===== src/rtl/counter_2b_buttons.sv =====
// Two raw push-buttons (up/down) -> synchronized, debounced press pulses -> wrap-around
// 2-bit value feeding the seven-segment decoder, with a one-cycle step strobe.
module counter_2b_buttons #(
  parameter int DEBOUNCE_CYCLES = 500000,
  parameter bit BTN_ACTIVE_LOW  = 1'b1
) (
  input  logic       clk,
  input  logic       rst,
  input  logic       btn_up,
  input  logic       btn_down,
  input  logic       clear,
  output logic [1:0] bin,
  output logic       step
);

  localparam int                CNT_W    = $clog2(DEBOUNCE_CYCLES);
  localparam logic [CNT_W-1:0] CNT_LAST = CNT_W'(DEBOUNCE_CYCLES - 1);
  localparam logic [CNT_W-1:0] CNT_ONE  = CNT_W'(1);

  typedef enum logic [1:0] {
    IDLE    = 2'd0,
    ARM     = 2'd1,
    HELD    = 2'd2,
    REL_ARM = 2'd3
  } state_t;

  // Index 0 is the up button, index 1 the down button.
  logic [1:0]       btn_n;
  logic [1:0]       sync1_q, sync2_q;
  state_t           state_q [2];
  state_t           state_d [2];
  logic [CNT_W-1:0] cnt_q   [2];
  logic [CNT_W-1:0] cnt_d   [2];
  logic [1:0]       press_q, press_d;
  logic [1:0]       bin_q, bin_d;
  logic             step_q, step_d;

  assign btn_n = BTN_ACTIVE_LOW ? ~{btn_down, btn_up} : {btn_down, btn_up};

  always_comb begin
    for (int i = 0; i < 2; i++) begin
      state_d[i] = state_q[i];
      cnt_d[i]   = cnt_q[i];
      press_d[i] = 1'b0;
      case (state_q[i])
        IDLE: begin
          if (sync2_q[i]) begin
            state_d[i] = ARM;
            cnt_d[i]   = CNT_ONE;
          end
        end
        ARM: begin
          if (!sync2_q[i]) begin
            state_d[i] = IDLE;
            cnt_d[i]   = '0;
          end else if (cnt_q[i] == CNT_LAST) begin
            state_d[i] = HELD;
            cnt_d[i]   = '0;
            press_d[i] = 1'b1;
          end else begin
            cnt_d[i] = cnt_q[i] + CNT_ONE;
          end
        end
        HELD: begin
          if (!sync2_q[i]) begin
            state_d[i] = REL_ARM;
            cnt_d[i]   = CNT_ONE;
          end
        end
        REL_ARM: begin
          // A re-press while the release is still settling is treated as bounce.
          if (sync2_q[i]) begin
            state_d[i] = HELD;
            cnt_d[i]   = '0;
          end else if (cnt_q[i] == CNT_LAST) begin
            state_d[i] = IDLE;
            cnt_d[i]   = '0;
          end else begin
            cnt_d[i] = cnt_q[i] + CNT_ONE;
          end
        end
        default: begin
          state_d[i] = IDLE;
          cnt_d[i]   = '0;
        end
      endcase
    end
  end

  // Clear outranks the buttons; simultaneous up and down cancel out.
  always_comb begin
    bin_d  = bin_q;
    step_d = 1'b0;
    if (clear) begin
      bin_d = 2'd0;
    end else if (press_q == 2'b01) begin
      bin_d  = bin_q + 2'd1;
      step_d = 1'b1;
    end else if (press_q == 2'b10) begin
      bin_d  = bin_q - 2'd1;
      step_d = 1'b1;
    end
  end

  always_ff @(posedge clk or posedge rst) begin
    if (rst) begin
      sync1_q <= 2'b00;
      sync2_q <= 2'b00;
      press_q <= 2'b00;
      bin_q   <= 2'd0;
      step_q  <= 1'b0;
      for (int i = 0; i < 2; i++) begin
        state_q[i] <= IDLE;
        cnt_q[i]   <= '0;
      end
    end else begin
      sync1_q <= btn_n;
      sync2_q <= sync1_q;
      press_q <= press_d;
      bin_q   <= bin_d;
      step_q  <= step_d;
      for (int i = 0; i < 2; i++) begin
        state_q[i] <= state_d[i];
        cnt_q[i]   <= cnt_d[i];
      end
    end
  end

  assign bin  = bin_q;
  assign step = step_q;

endmodule


===== config.mk =====
export PLATFORM = sky130hd
export DESIGN_NAME = counter_2b_buttons
export DESIGN_NICKNAME = d
export VERILOG_FILES = /design/src/rtl/counter_2b_buttons.sv
export SDC_FILE = /design/constraint.sdc
export NUM_CORES = 1
export LEC_CHECK = 0
export ABC_AREA = 1
export BUFFER_PORTS_ARGS = -buffer_cell sky130_fd_sc_hd__clkbuf_2
export CAP_MARGIN = 40
export CORE_MARGIN = 3
export CORE_UTILIZATION = 55
export DETAILED_ROUTE_END_ITERATION = 8
export GPL_ROUTABILITY_DRIVEN = 0
export PLACE_DENSITY_LB_ADDON = 0.05
export SLEW_MARGIN = 20
export SYNTH_ARGS = -nofsm -noshare
export SYNTH_HDL_FRONTEND = slang
export SYNTH_SLANG_ARGS = --single-unit

===== constraint.sdc =====
create_clock -name clk -period 3.2 [get_ports clk]
set_input_delay 0.64 -clock clk [delete_from_list [all_inputs] [get_ports clk]]
set_output_delay 0.64 -clock clk [all_outputs]
set_load 0.1 [all_outputs]

==> metrics, run 1 <==
H-tree Lvls 2; Clock Skews 0.004542 ns; Fin Setup TNS 0 ns; overflow left after global routing 0; Routed WL per cell approximately 12 µm; Sink Count 51; DP Area 0.003017 mm²; layout cells sized above 1 between 15 and 20%; Setup crit end kind flop; largest net degree at the start of global routing 36; Final Util 63.13%; design area between 0.003 and 0.004 mm²; post-DP HPWL a little over 4000 µm; ys flop type dfrtp_1; Worst VDD drop 0.3275 mV; DR vias 2,390; outcome finished, final reports clean; clock-pin slew on the worst setup and hold paths 0.09 ns; GRT Util Overall 19.93%; RSZ-0062 raised after global routing no; Initial DRC Count approximately 190; Core Region a little under 0.005 mm²; slew at the pin with the worst max-slew slack 0.7185 ns; Syn Area/Cell 7.856 µm²; CTS root buffer clkbuf_8; Warnings, synthesis 0; IO Port Bufs 7; worst endpoint required time between 3 and 4 ns; first-pass GRT wire length 9873 µm; Initial Util 59.03%; MaxCap Viol Count 0; Max Fclk 543.3 MHz; Reg area 0.001276 mm²; Static Leak 1.401 nW; post-CTS setup buffer count 0; max-slew violations 0; min-delay worst type primary input to asynchronous set/reset pin; Die W between 70 and 80 µm; Mapped Area about 0.0029 mm²; Pwr Density slightly above 500 mW/mm²; Yosys cell types 31; Final period util 57.52%; CTS max path bufs 2; worst rel slew slack 51.96%; Clock Latency Late Sink about 0.30 ns; grt met1 use 30.41%; syn_nets 378; Final min period 1.840 ns; area of the multi-input gates 0.001403 mm²; number of global-route vias before repair 2,183; Final nets 390; cts repair resizes 0; height of the die 78.60 µm; DR vias/cell 5.323; hold-fix buffers at CTS 0; CP Class flop to flop; final hold vios 0; final antenna-violating net count 0; Cells after Synth 369; DRC 0; TritonCTS clock tree yes; number of I/O pins 8; met3 Track Usage GR roughly 2.8%; total power 1.595 mW; EDFF count, synth 0; row count 25; full die area 0.006178 mm²; Antenna diodes 0; CP arrival 2.07 ns; TritonCTS Buffers 5; synthesis-to-finish area growth 6.949%; initial antenna violation count 0; Fill cells 443; GRT Max-Usage Layer met1; register bit total from synthesis 51; worst-path fanout max 14; drt first pass iters 4; ys async rst share 100.0%; GR Layer Usage met2 between 20% and 30%; total wire length 5530 µm; Worst setup SP type flop; Seq/Total Area, Yosys 44.02%; final setup violating endpoints 0
## flip-flops by register name (all words and copies together), names as in the netlist, named ones only
name / cells
cnt_q: 38
bin: 2
press_q: 2
state_q: 2
sync1_q: 2
sync2_q: 2
step: 1
## per-layer routing
| layer | part of all wire (%) | wire, µm | up-vias |
|---|---|---|---|
| li1 | - | - | 1217 |
| met1 | 53 | 2936 | 1125 |
| met2 | 42 | 2312 | 42 |
| met3 | 3.7 | 203 | 6 |
| met4 | 1.4 | 79 | 0 |
| met5 | 0 | 0 | - |
## metrics by stage
stage               cells  setup slack (ns)  hold WS, ns
floorplan             369             1.330       0.3312
global placement      440             1.423       0.3332
detailed placement    441             1.344       0.3457
CTS                   449             1.312       0.2918
global route          449             1.191       0.3060
finish                449             1.360       0.2827
## worst paths after layout
kind / from / end / slack [ns] / cells past startpoint
max: state_q[2] / cnt_q[36] / 1.36 / 5
min: rst / cnt_q[20] / 0.28 / 2
max reg2reg: state_q[2] / cnt_q[36] / 1.36 / 5
min reg2reg: sync1_q[0] / sync2_q[0] / 0.37 / 0
max in group asynchronous: rst / cnt_q[1] / 2.42 / 3
min in group clk: sync1_q[0] / sync2_q[0] / 0.37 / 0
## area by class of cell
cell class | instances | share of cell area [%]
clock buffer | 5 | 2.220
clock inverter | 3 | 0.4843
inverter | 53 | 6.416
multi-input combinational | 262 | 45.24
sequential | 51 | 41.16
tap | 67 | 2.704
timing repair buffer | 8 | 1.776
## power breakdown
group,switching [mW],total (mW),internal (mW)
combinational,0.360,0.484,0.124
sequential,0.0474,0.751,0.704
clock,0.209,0.360,0.150
## critical path: stages, from the launching register on
cell	delay, ns
dfrtp_1	0.37
inv_1	0.21
nand3_1	0.55
inv_1	0.40
nand2_1	0.09
a21oi_1	0.15
## cells in the mapped netlist, types with 5 or more instances
| master | n | area share, % |
|---|---|---|
| xor2_1 | 9 | 2.7 |
| o21ai_0 | 10 | 1.7 |
| nand2_1 | 89 | 12 |
| o22ai_1 | 5 | 1.1 |
| nor3_1 | 9 | 1.6 |
| nand3_1 | 25 | 4.3 |
| dfrtp_1 | 51 | 44 |
| inv_2 | 12 | 1.6 |
| nand4_1 | 7 | 1.5 |
| inv_1 | 41 | 5.3 |
| nor2_2 | 6 | 1.3 |
| o21ai_2 | 6 | 1.8 |
| nand3_2 | 9 | 3.1 |
| nor2_1 | 40 | 5.2 |
| a21oi_1 | 11 | 1.9 |
| o21ai_1 | 10 | 1.7 |
## logic make-up after synthesis
kind of cell	count (synthesis)	synth area share, %
AND/OR/NAND/NOR	198	32.89
buffers and inverters	56	7.596
flip-flops	51	44.02
AO/OA/AOI/OAI	47	9.797
XOR/XNOR	12	3.626
adder cells (fa/ha/maj)	4	1.726
multiplexers	1	0.3453
## layout by cell type, fill, tap and decap left out, types with 9 or more instances in the layout
cell      n
nand3_2   9
o21ai_0  10
dfrtp_1  51
nand2_1  89
xor2_1    9
nor2_1   40
nand3_1  25
inv_2    13
inv_1    40
o21ai_1  10
nor3_1    9
a21oi_1  11
Power figures use the tool's default switching activity.
==> inputs of run 2 (changes only) <==
==> constraint.sdc (replaced) <==
create_clock -name clk -period 1.9 [get_ports clk]
set_input_delay 0.38 -clock clk [delete_from_list [all_inputs] [get_ports clk]]
set_output_delay 0.38 -clock clk [all_outputs]
set_load 0.1 [all_outputs]
==> run 2 against run 1 <==
Compared with the run above: worst hold slack got worse by 0.20 ns; sequential power rose by 69%; combinational power is 80% higher; total power grew 89%; routed wire length increased by 1.9%; global-route usage increased by 0.34 points; first-iteration DRC count down 18%; non-clock buffer count up 4; count of clock-buffer cells in the layout rose by 1.
==> metrics, run 2 (synthesized netlist as in run 1, its figures left out) <==
total wire length 5637 µm (+1.9%); worst hold slack 0.07857 ns (-0.2041 ns); Crit Reg-Reg Endpoint cnt_q[35]; Largest register FFs 38 (unchanged); hold-fix buffers at CTS 0 (unchanged); Static Leak 1.437 nW (+2.5%); worst-path fanout max 5 (-9); first-pass GRT wire length 9873 µm (unchanged); Initial DRC Count 151 (-18%); R2R depth 10 (+5); H-tree Lvls 2 (unchanged); Die W 78.60 µm (unchanged); number of global-route vias before repair 2,099 (-3.8%); post-DP HPWL 4163 µm (+0.63%); Setup crit end kind flop; RSZ-0062 raised after global routing no; final hold vios 0 (unchanged); initial antenna violation count 0 (unchanged); Final period util 85.79% (+28 points); outcome finished, final reports clean; IO Port Bufs 7 (unchanged); Routed WL per cell 12.44 µm (+1.0%); design area 0.003179 mm² (+2.5%); DRC 0 (unchanged); Fin Setup TNS 0 ns (unchanged); min-delay worst type primary input to asynchronous set/reset pin; Clock Latency Late Sink 0.30 ns (about the same); TritonCTS Buffers 5 (unchanged); CP endpoint cnt_q[35]; DR vias 2,369 (-0.88%); CTS root buffer clkbuf_8; DP Area 0.003047 mm² (+1.0%); row count 25 (unchanged); total power 3.015 mW (+89%); Worst setup SP type flop; DR vias/cell 5.230 (-1.8%); final setup violating endpoints 0 (unchanged); CP Class flop to flop; drt first pass iters 5 (+1); height of the die 78.60 µm (unchanged); max-slew violations 0 (unchanged); Clock Skews 0.01040 ns (+0.005855 ns); worst endpoint required time 2.10 ns (-1.33 ns); Layout Cells excl Fill 453 (+0.89%); most common cell after layout, fill and taps aside nand2_1; R2R Setup Slk 0.27 ns (-1.09 ns); TritonCTS clock tree yes; CTS max path bufs 2 (unchanged); GRT Util Overall 20.27% (+0.34 points); full die area 0.006178 mm² (unchanged); Final min period 1.630 ns (-0.2105 ns); cts repair resizes 0 (unchanged); Biggest register cnt_q; Pwr Density 948.2 mW/mm² (+84%); Antenna diodes 0 (unchanged); clock-pin slew on the worst setup and hold paths 0.09 ns (about the same); Worst VDD drop 0.6169 mV (+88%); layout cells sized above 1 16.58% (+0.61 points); post-CTS setup buffer count 0 (unchanged); Max Fclk 613.5 MHz (+13%); Inst Count DP 445 (+0.91%); Core Region 0.004911 mm² (unchanged); largest net degree at the start of global routing 52 (+44%); Initial Util 59.03% (unchanged); worst rel slew slack 64.14% (+12 points); number of I/O pins 8 (unchanged); final antenna-violating net count 0 (unchanged); most frequent cells in the layout nand2_1, dfrtp_1, inv_1, nor2_1, nand3_1; overflow left after global routing 0 (unchanged); CP arrival 1.83 ns (-0.24 ns); slew at the pin with the worst max-slew slack 0.5401 ns (-0.1784 ns); crit path from cnt_q[19]; Final nets 394 (+1.0%); synthesis-to-finish area growth 9.668%; MaxCap Viol Count 0 (unchanged); Sink Count 51 (unchanged); Critical R2R Launch cnt_q[19]
## run 2: changes by cell type in the layout (fill, tap and decap cells not counted), sizes merged
| cell | previous run | this run |
|---|---|---|
| clkbuf | 12 | 13 |
| bufinv | 0 | 2 |
| buf | 1 | 5 |
| clkinv | 3 | 0 |
## run 2: how the worst min path moves through the flow
stage,startpoint,to,slack (ns)
after floorplan,sync1_q[0],sync2_q[0],0.33
after global placement,sync1_q[0],sync2_q[0],0.33
after detailed placement,sync1_q[0],sync2_q[0],0.34
after CTS,rst,cnt_q[18],0.10
after global routing,rst,cnt_q[35],0.11
final,rst,sync1_q[0],0.08
## run 2: final cells by class
| class | instances | area, µm² |
|---|---|---|
| timing repair buffer | 12 | 85.08 |
| multi-input combinational | 262 | 1403 |
| fill | 442 | 1732 |
| clock inverter | 2 | 60.06 |
| clock buffer | 6 | 72.57 |
| inverter | 53 | 198.9 |
| tap | 67 | 83.83 |
| sequential | 51 | 1276 |
## run 2: power breakdown
group	total [mW]	internal (mW)	leakage, nW	switching, mW
Sequential	1.27	1.19	0.687	0.0807
Combinational	0.871	0.258	0.684	0.612
Clock	0.878	0.526	0.0654	0.351
Total	3.01	1.97	1.44	1.04
## run 2: critical path, cell delays in order (launching register included)
cell     delay [ns]
dfrtp_1        0.39
ha_1           0.20
nand2_1        0.11
nor2_4         0.19
nand2_2        0.08
nor2_4         0.12
nand2_2        0.10
nor2_1         0.13
nand2_1        0.08
nand3_2        0.07
nand2_1        0.05
## run 2: per-layer routing
metal	global-route usage (%)	part of all wire, %
met1	31.37	52
met2	28.86	42
met3	3.784	5.1
met4	5.245	0.98
met5	0	0
## run 2: stage by stage
step,setup WS (ns),util (%)
after CTS,0.2633,64.74
after global placement,0.2961,62.04
after global routing,0.09953,64.74
final,0.2700,64.74
after floorplan,0.2905,-
after detailed placement,0.2780,62.04
